## src/rtl/hilo_div_ctrl.sv

```systemverilog
// Iterative restoring divider driving the HI/LO write port (HI = remainder, LO = quotient).
// Optional macro DIV_EARLY_EN: skip the iteration when |dividend| < |divisor|.
module hilo_div_ctrl #(
    parameter int WIDTH = 32
) (
    input  logic             clk,
    input  logic             rst,
    input  logic             start_i,
    input  logic             annul_i,
    input  logic             signed_div_i,
    input  logic [WIDTH-1:0] opdata1_i,
    input  logic [WIDTH-1:0] opdata2_i,
    output logic             stallreq_o,
    output logic             ready_o,
    output logic             hilo_we_o,
    output logic [WIDTH-1:0] hi_o,
    output logic [WIDTH-1:0] lo_o
);

    localparam int CNT_W = (WIDTH > 1) ? $clog2(WIDTH) : 1;
    localparam logic [CNT_W-1:0] LAST_STEP = CNT_W'(WIDTH - 1);

    typedef enum logic [1:0] {
        S_IDLE,
        S_BYZERO,
        S_ON,
        S_END
    } state_e;

    state_e           state_q, state_d;
    logic [CNT_W-1:0] cnt_q, cnt_d;
    logic [WIDTH-1:0] rem_q, rem_d;
    logic [WIDTH-1:0] quot_q, quot_d;
    logic [WIDTH-1:0] dvsr_q, dvsr_d;
    logic             quot_neg_q, quot_neg_d;
    logic             rem_neg_q, rem_neg_d;
    logic [WIDTH-1:0] hi_q, hi_d;
    logic [WIDTH-1:0] lo_q, lo_d;

    logic [WIDTH-1:0] abs1, abs2;
    logic [WIDTH:0]   shifted, trial;
    logic [WIDTH-1:0] step_rem, step_quot;
    logic [WIDTH-1:0] fix_rem, fix_quot;

    assign abs1 = (signed_div_i && opdata1_i[WIDTH-1]) ? -opdata1_i : opdata1_i;
    assign abs2 = (signed_div_i && opdata2_i[WIDTH-1]) ? -opdata2_i : opdata2_i;

    // The running remainder is always below the divisor, so bit WIDTH of the
    // trial difference is a reliable "went negative" flag.
    assign shifted   = {rem_q, quot_q[WIDTH-1]};
    assign trial     = shifted - {1'b0, dvsr_q};
    assign step_rem  = trial[WIDTH] ? shifted[WIDTH-1:0] : trial[WIDTH-1:0];
    assign step_quot = {quot_q[WIDTH-2:0], ~trial[WIDTH]};
    assign fix_quot  = quot_neg_q ? -step_quot : step_quot;
    assign fix_rem   = rem_neg_q  ? -step_rem  : step_rem;

    // NOTE: every variable written here gets a default first, otherwise paths
    // that skip an assignment infer latches.
    always_comb begin
        state_d    = state_q;
        cnt_d      = cnt_q;
        rem_d      = rem_q;
        quot_d     = quot_q;
        dvsr_d     = dvsr_q;
        quot_neg_d = quot_neg_q;
        rem_neg_d  = rem_neg_q;
        hi_d       = hi_q;
        lo_d       = lo_q;
        stallreq_o = 1'b0;

        case (state_q)
            S_IDLE: begin
                if (start_i && !annul_i) begin
                    stallreq_o = 1'b1;
                    if (opdata2_i == '0) begin
                        state_d = S_BYZERO;
`ifdef DIV_EARLY_EN
                    end else if (abs1 < abs2) begin
                        state_d = S_END;
                        hi_d    = opdata1_i;
                        lo_d    = '0;
`endif
                    end else begin
                        state_d    = S_ON;
                        cnt_d      = '0;
                        rem_d      = '0;
                        quot_d     = abs1;
                        dvsr_d     = abs2;
                        quot_neg_d = signed_div_i && (opdata1_i[WIDTH-1] ^ opdata2_i[WIDTH-1]);
                        rem_neg_d  = signed_div_i && opdata1_i[WIDTH-1];
                    end
                end
            end
            S_BYZERO: begin
                stallreq_o = 1'b1;
                if (annul_i) begin
                    state_d = S_IDLE;
                end else begin
                    state_d = S_END;
                    hi_d    = '0;
                    lo_d    = '0;
                end
            end
            S_ON: begin
                stallreq_o = 1'b1;
                if (annul_i) begin
                    state_d = S_IDLE;
                end else begin
                    rem_d  = step_rem;
                    quot_d = step_quot;
                    cnt_d  = cnt_q + 1'b1;
                    if (cnt_q == LAST_STEP) begin
                        state_d = S_END;
                        hi_d    = fix_rem;
                        lo_d    = fix_quot;
                    end
                end
            end
            S_END: begin
                state_d = S_IDLE;
            end
            default: begin
                state_d = S_IDLE;
            end
        endcase
    end

    // NOTE: sequential state uses non-blocking assignments so every register
    // samples the pre-edge values regardless of statement order.
    always_ff @(posedge clk or negedge rst) begin
        if (!rst) begin
            state_q    <= S_IDLE;
            cnt_q      <= '0;
            rem_q      <= '0;
            quot_q     <= '0;
            dvsr_q     <= '0;
            quot_neg_q <= 1'b0;
            rem_neg_q  <= 1'b0;
            hi_q       <= '0;
            lo_q       <= '0;
        end else begin
            state_q    <= state_d;
            cnt_q      <= cnt_d;
            rem_q      <= rem_d;
            quot_q     <= quot_d;
            dvsr_q     <= dvsr_d;
            quot_neg_q <= quot_neg_d;
            rem_neg_q  <= rem_neg_d;
            hi_q       <= hi_d;
            lo_q       <= lo_d;
        end
    end

    assign ready_o   = (state_q == S_END);
    assign hilo_we_o = (state_q == S_END);
    assign hi_o      = hi_q;
    assign lo_o      = lo_q;

endmodule
```

## config.mk

```make
export PLATFORM = sky130hd
export DESIGN_NAME = hilo_div_ctrl
export DESIGN_NICKNAME = d
export VERILOG_FILES = /design/src/rtl/hilo_div_ctrl.sv
export SDC_FILE = /design/constraint.sdc
export NUM_CORES = 1
export LEC_CHECK = 0
export CAP_MARGIN = 10
export CORE_ASPECT_RATIO = 0.9
export CORE_UTILIZATION = 45
export CTS_CLUSTER_SIZE = 20
export DETAILED_ROUTE_END_ITERATION = 10
export PLACE_DENSITY_LB_ADDON = 0.15
export SYNTH_ARGS = -nofsm -noshare
export SYNTH_HDL_FRONTEND = slang
export SYNTH_SLANG_ARGS = --single-unit
```

## constraint.sdc

```tcl
create_clock -name clk -period 7.8 [get_ports clk]
set_clock_uncertainty 0.2 [all_clocks]
set_input_delay 1.56 -clock clk [delete_from_list [all_inputs] [get_ports clk]]
set_output_delay 1.56 -clock clk [all_outputs]
set_load 0.1 [all_outputs]
```

==> results of run 1 <==
==> cell families (layout without fill, tap and decap cells) <==
logic type,Yosys count,count (layout),share of synthesized area [%]
flops,169,169,36.1
xor+xnor,140,140,10.6
compound gates,449,449,22.1
mux,29,29,2.55
simple gates,493,493,19.4
buf+inv,136,233,4.49
fa+ha+maj,44,44,4.76
==> worst max-delay path, stage by stage (launching register included) <==
cell,delay (ns)
dfrtp_1,0.41
inv_1,0.10
ha_1,0.19
inv_1,0.06
fa_1,0.41
a211oi_2,0.26
o21a_1,0.29
a211o_1,0.23
nand2_2,0.13
a211oi_4,0.32
xnor2_4,0.11
inv_4,0.33
nor2_1,0.08
a21oi_1,0.33
ha_1,0.31
nand4_1,0.11
mux2_4,0.31
a211o_1,0.34
or4b_4,0.59
o31ai_2,0.24
xnor2_1,0.24
o21ai_1,0.10
==> stage by stage <==
stage | hold WS, ns | util [%] | cell area, µm²
6_report | 0.276 | 54.6 | 13900
2_1_floorplan | 0.250 | - | 11700
3_5_place_dp | 0.270 | 52.2 | 13300
4_1_cts | 0.287 | 54.6 | 13900
3_3_place_gp | 0.261 | 52.2 | 13300
5_1_grt | 0.295 | 54.6 | 13900
==> power breakdown <==
| part | internal (µW) | total [µW] | switching, µW |
|---|---|---|---|
| Sequential | 1040 | 1250 | 203 |
| Clock | 437 | 857 | 420 |
| Combinational | 654 | 1790 | 1130 |
==> metal layers <==
layer	up-vias	part of all wire, %	GRT usage (%)
met5	-	0	0
met4	0	0.90	5.65
met3	19	7.2	3.08
met2	347	40	34.4
met1	4890	52	39.6
li1	5300	-	-
==> cell usage after synthesis, types with 5 or more instances <==
| library cell | instances |
|---|---|
| a211o_1 | 5 |
| a21o_1 | 6 |
| a21oi_1 | 141 |
| a22o_1 | 8 |
| a31oi_1 | 10 |
| and2_1 | 12 |
| and3_1 | 8 |
| buf_1 | 6 |
| buf_2 | 8 |
| clkbuf_1 | 62 |
| dfrtp_1 | 169 |
| ha_1 | 43 |
| inv_1 | 58 |
| mux2i_1 | 25 |
| nand2_1 | 207 |
| nand2b_1 | 8 |
| nand3_1 | 13 |
| nand3b_1 | 5 |
| nand4_1 | 7 |
| nor2_1 | 121 |
| nor2b_1 | 9 |
| nor3_1 | 30 |
| nor4_1 | 14 |
| o211ai_1 | 6 |
| o21ai_0 | 179 |
| o21ai_1 | 26 |
| o31ai_1 | 15 |
| o41ai_1 | 13 |
| or2_2 | 5 |
| or3_1 | 22 |
| or4_1 | 12 |
| xnor2_1 | 63 |
| xor2_1 | 76 |
==> registers in the layout (all words and copies together), names as in the netlist <==
| signal | cells |
|---|---|
| cnt_q | 5 |
| dvsr_q | 32 |
| hi_o | 32 |
| lo_o | 32 |
| quot_neg_q | 1 |
| quot_q | 32 |
| rem_neg_q | 1 |
| rem_q | 32 |
| state_q | 2 |
==> path summary, 6_finish.rpt <==
kind	to	startpoint	slack, ns
worst max-delay path	hi_o[28]	quot_q[31]	1.99
worst min-delay path	lo_o[8]	lo_o[8]	0.28
worst max register to register	hi_o[28]	quot_q[31]	1.99
worst min register to register	lo_o[8]	lo_o[8]	0.28
max in group asynchronous	rem_q[28]	rst	4.86
min in group asynchronous	quot_q[12]	rst	1.03
==> layout make-up <==
class                           count  area [µm²]
Clock buffer                       18         439
Fill cell                        2398       11500
Tap cell                          342         428
Sequential cell                   169        4230
Clock inverter                     14         153
Multi-Input combinational cell   1155        6980
Inverter                           59         224
Timing Repair Buffer              142        1410
==> flow_metrics.py, run 1 <==
metrics = {
    "setup_path": {
        "reg2reg_depth": 21,
        "path_max_fanout": 34,
        "arrival_ns": 5.91,
        "start_kind": "register",
        "cp-end-kind": "register",
        "critPathKind": "reg -> reg",
        "crit_required_ns": 7.90,
    },
    "timing": {
        "tightest_slew_ns": 1.08,
        "timing_hold_violations_final": 0,
        "drv_slew": 0,
        "fmax_mhz": 172,
        "layout_setup_ws_ns": 1.99,
        "fin_crit_ns": 5.81,
        "fin_tns_setup_ns": 0,
        "rsz0062_at_grt": "no",
        "finalSetupViolations": 0,
        "finalCritPeriodShare_pct": 74.5,
        "timing.slew.headroom_pct": 27.7,
    },
    "routing": {
        "routed_wirelength_mm": 31.6,
        "drtIter0Drc": 913,
        "vias": 10556,
        "vias_per_cell": 5.56,
        "drc": 0,
        "wl_per_cell_um": 16.7,
        "ant_nets": 0,
        "firstDrtPassIters": 5,
    },
    "synthesis": {
        "synth_enable_flop_cells": 0,
        "yosysUniqueCellTypes": 71,
        "synth_largest_area_cell": "dfrtp_1",
        "async_flop_share_pct": 100,
        "synthFlopType": "dfrtp_1",
        "ys_warn_count": 0,
        "ys_seq_area_share_pct": 36.1,
        "synth_area_leaders": "dfrtp_1 36%, o21ai_0 7.6%, nand2_1 6.6%, a21oi_1 6.0%, xor2_1 5.7%",
        "synthesis.area_um2": 11700,
        "synthCells": 1460,
        "avgSynthCellArea_um2": 8.03,
        "syn_nets": 1573,
        "synth_seq_cells": 169,
        "yosysTopAreaCellShare_pct": 36.1,
    },
    "power": {
        "p_total_uw": 3890,
        "power_density_nw_per_um2": 281,
        "ir_drop_v": 0.000300,
        "power.leakage_uw": 0.00588,
    },
    "grt": {
        "grt_start_max_net_pins": 102,
        "overflow": 0,
        "globalRouteTotalUtil_pct": 24.7,
        "grt_pass1_wl_mm": 51.4,
        "antenna_found_initial": 0,
        "grt_pass1_vias": 9555,
    },
    "clocking": {
        "cts_buffer_depth": 2,
        "cts_htree_levels": 4,
        "ctsHoldBuffers": 0,
        "post-cts-setup-buffer-count": 0,
        "cts.sinks": 169,
        "cts_root_buf": "clkbuf_16",
        "cts_buffers": 17,
        "insertion_delay_ns": 0.44,
        "clk_pin_slew_worst_paths_ns": 0.08,
        "post_cts_resize_count": 0,
        "cts_tree": "done",
    },
    "run": {
        "cap_violations": 0,
    },
    "floorplanning": {
        "initial_utilization_pct": 46.2,
        "io_pins": 136,
        "die_area_um2": 26700,
        "die_x_um": 172,
        "rows": 55,
        "coreArea_um2": 25400,
        "dieHeight_um": 155,
    },
    "place": {
        "pre_cts_ws_ns": 1.70,
        "placed_cells": 1867,
        "dp.final_hpwl_mm": 23.3,
        "gp_congestion": 0.898,
        "port_buffers": 135,
    },
    "layout": {
        "final_common_cell": "nand2_1",
        "final_cell_mix": "206 x nand2_1, 179 x o21ai_0, 169 x dfrtp_1",
        "finalNonFillerCells": 1899,
        "diodes": 0,
        "num-nets-final": 1657,
        "area_delta_synth_final_pct": 18.1,
        "layout-drive-gt1-share_pct": 4.11,
    },
    "hold_path": {
        "whs_path_depth": 2,
        "hp-class": "reg -> reg",
    },
    "outcome": {
        "status": "finished clean",
    },
}
Power figures use the tool's default switching activity.
==> inputs of run 2 (changes only) <==
Clock period 7.8 ns to 4.8 ns, I/O delays scaled along.
==> run 2 against run 1 <==
Utilization is 2.2 points higher. Sequential cell count stayed put. Register-to-register slack worse by 1.8 ns. Clock power is 65% higher. Highest routed layer unchanged. Total power is 68% higher. Critical path depth is 1 lower. Critical path type unchanged. Sequential power is 62% higher. Sequential share of layout area is 1.2 points lower. Die area stayed put. Worst setup slack worse by 1.8 ns.
==> flow_metrics.py, run 2 (synthesis gave the netlist of run 1 again) <==
metrics = {
    "grt": {
        "overflow": 0,
        "grt_start_max_net_pins": 97,
        "antenna_found_initial": 0,
        "grt_pass1_vias": 9931,
        "grt_pass1_wl_mm": 52.7,
        "globalRouteTotalUtil_pct": 25.1,
    },
    "floorplanning": {
        "die_area_um2": 26700,
        "coreArea_um2": 25400,
        "rows": 55,
        "dieHeight_um": 155,
        "die_x_um": 172,
        "initial_utilization_pct": 46.2,
        "io_pins": 136,
    },
    "timing": {
        "fmax_mhz": 216,
        "finalSetupViolations": 0,
        "tightest_slew_ns": 1.02,
        "timing_hold_violations_final": 0,
        "fin_crit_ns": 4.63,
        "finalCritPeriodShare_pct": 96.4,
        "layout_setup_ws_ns": 0.174,
        "drv_slew": 0,
        "rsz0062_at_grt": "yes",
        "timing.slew.headroom_pct": 31.8,
    },
    "layout": {
        "final_cell_mix": "206 x nand2_1, 178 x o21ai_0, 169 x dfrtp_1",
        "num-nets-final": 1715,
        "area_delta_synth_final_pct": 22.9,
        "final_common_cell": "nand2_1",
        "diodes": 0,
        "fill_cells": 2350,
        "layout-drive-gt1-share_pct": 8.24,
    },
    "setup_path": {
        "cpPeakStageDelay_ns": 0.59,
        "critPathKind": "reg -> reg",
        "path_cells": "inv_2 -> ha_4 -> inv_2 -> fa_2 -> a211oi_4 -> o21a_1 -> a211o_1 -> nand2_2 -> a211oi_4 -> xnor2_4 -> inv_4 -> a21oi_4 -> ha_4 -> nand4_1 -> mux2_4 -> a211o_1 -> or4b_4 -> o31ai_4 -> xnor2_1 -> o21ai_1",
        "cp_slowest_cell": "or4b_4",
        "path_delay_family": "compound AO/OA/AOI/OAI gates",
        "path_max_fanout": 6,
        "arrival_ns": 4.74,
        "cp_num_buf_inv": 3,
        "cp-end-kind": "register",
        "start_kind": "register",
        "crit_required_ns": 4.92,
    },
    "place": {
        "dp.final_hpwl_mm": 24.8,
        "port_buffers": 135,
        "pre_cts_ws_ns": 0.0365,
        "gp_congestion": 0.942,
    },
    "power": {
        "power_density_nw_per_um2": 454,
        "p_total_uw": 6550,
        "power.leakage_uw": 0.00617,
        "ir_drop_v": 0.000239,
    },
    "clocking": {
        "cts.sinks": 169,
        "cts_htree_levels": 4,
        "clk_pin_slew_worst_paths_ns": 0.07,
        "cts_tree": "done",
        "cts_root_buf": "clkbuf_16",
        "insertion_delay_ns": 0.44,
        "cts_buffers": 17,
        "cts_buffer_depth": 2,
    },
    "run": {
        "cap_violations": 0,
    },
    "routing": {
        "ant_nets": 0,
        "routed_wirelength_mm": 32.6,
        "drtIter0Drc": 874,
        "vias_per_cell": 5.53,
        "wl_per_cell_um": 16.6,
        "firstDrtPassIters": 5,
        "drc": 0,
        "vias": 10821,
    },
    "outcome": {
        "status": "finished clean",
    },
    "hold_path": {
        "hp-class": "reg -> reg",
    },
}
[run 2: timing repair]
item	CTS	global route
endpoints found under the setup margin	0	10
hold endpoints to repair	0	0
setup buffers	0	7
hold buffers	0	0
resized for setup	0	11
[run 2: final timing paths]
kind,depth (start not counted),from,slack [ns],to
worst max-delay path,20,quot_q[31],0.17,hi_o[28]
worst min-delay path,2,hi_o[4],0.28,hi_o[4]
worst max register to register,20,quot_q[31],0.17,hi_o[28]
worst min register to register,2,hi_o[4],0.28,hi_o[4]
max in group asynchronous,2,rst,3.03,quot_q[20]
min in group asynchronous,1,rst,0.41,lo_o[15]
[run 2: final cells by class]
class | instances | area, µm² | area share, %
Inverter | 59 | 224 | 1.55
Sequential cell | 169 | 4230 | 29.3
Tap cell | 342 | 428 | 2.97
Clock buffer | 20 | 447 | 3.10
Clock inverter | 12 | 141 | 0.981
Timing Repair Buffer | 200 | 1880 | 13.0
Multi-Input combinational cell | 1155 | 7070 | 49.0
[run 2: through the flow]
step	util [%]	std cells	setup TNS (ns)	hold slack, ns	cell area [µm²]
global route	56.7	1957	-0.0687	0.310	14400
detailed placement	54.0	1918	0	0.270	13700
finish	56.7	1957	0	0.277	14400
CTS	56.3	1950	0	0.285	14300
global placement	54.0	1918	0	0.261	13700
floorplan	-	1460	-1.04	0.250	11800
[run 2: layer usage]
layer / vias to the layer above / global-route usage (%) / routed length [µm]
li1: 5408 / - / -
met1: 5063 / 38.0 / 16500
met2: 321 / 37.3 / 13800
met3: 29 / 3.31 / 1680
met4: 0 / 6.83 / 551
met5: - / 0 / 0
[run 2: worst register-to-register path, stage by stage, from the launching register on]
cell      delay (ns)
dfrtp_1         0.39
inv_2           0.09
ha_4            0.15
inv_2           0.04
fa_2            0.36
a211oi_4        0.25
o21a_1          0.20
a211o_1         0.17
nand2_2         0.10
a211oi_4        0.32
xnor2_4         0.17
inv_4           0.09
a21oi_4         0.20
ha_4            0.16
nand4_1         0.07
mux2_4          0.31
a211o_1         0.26
or4b_4          0.59
o31ai_4         0.20
xnor2_1         0.14
o21ai_1         0.07
[run 2: report_power, final]
part | internal [µW] | switching (µW) | leakage (µW)
Clock | 789 | 622 | 0.000282
Combinational | 1230 | 1890 | 0.00367
Sequential | 1700 | 324 | 0.00223
Total | 3710 | 2830 | 0.00617
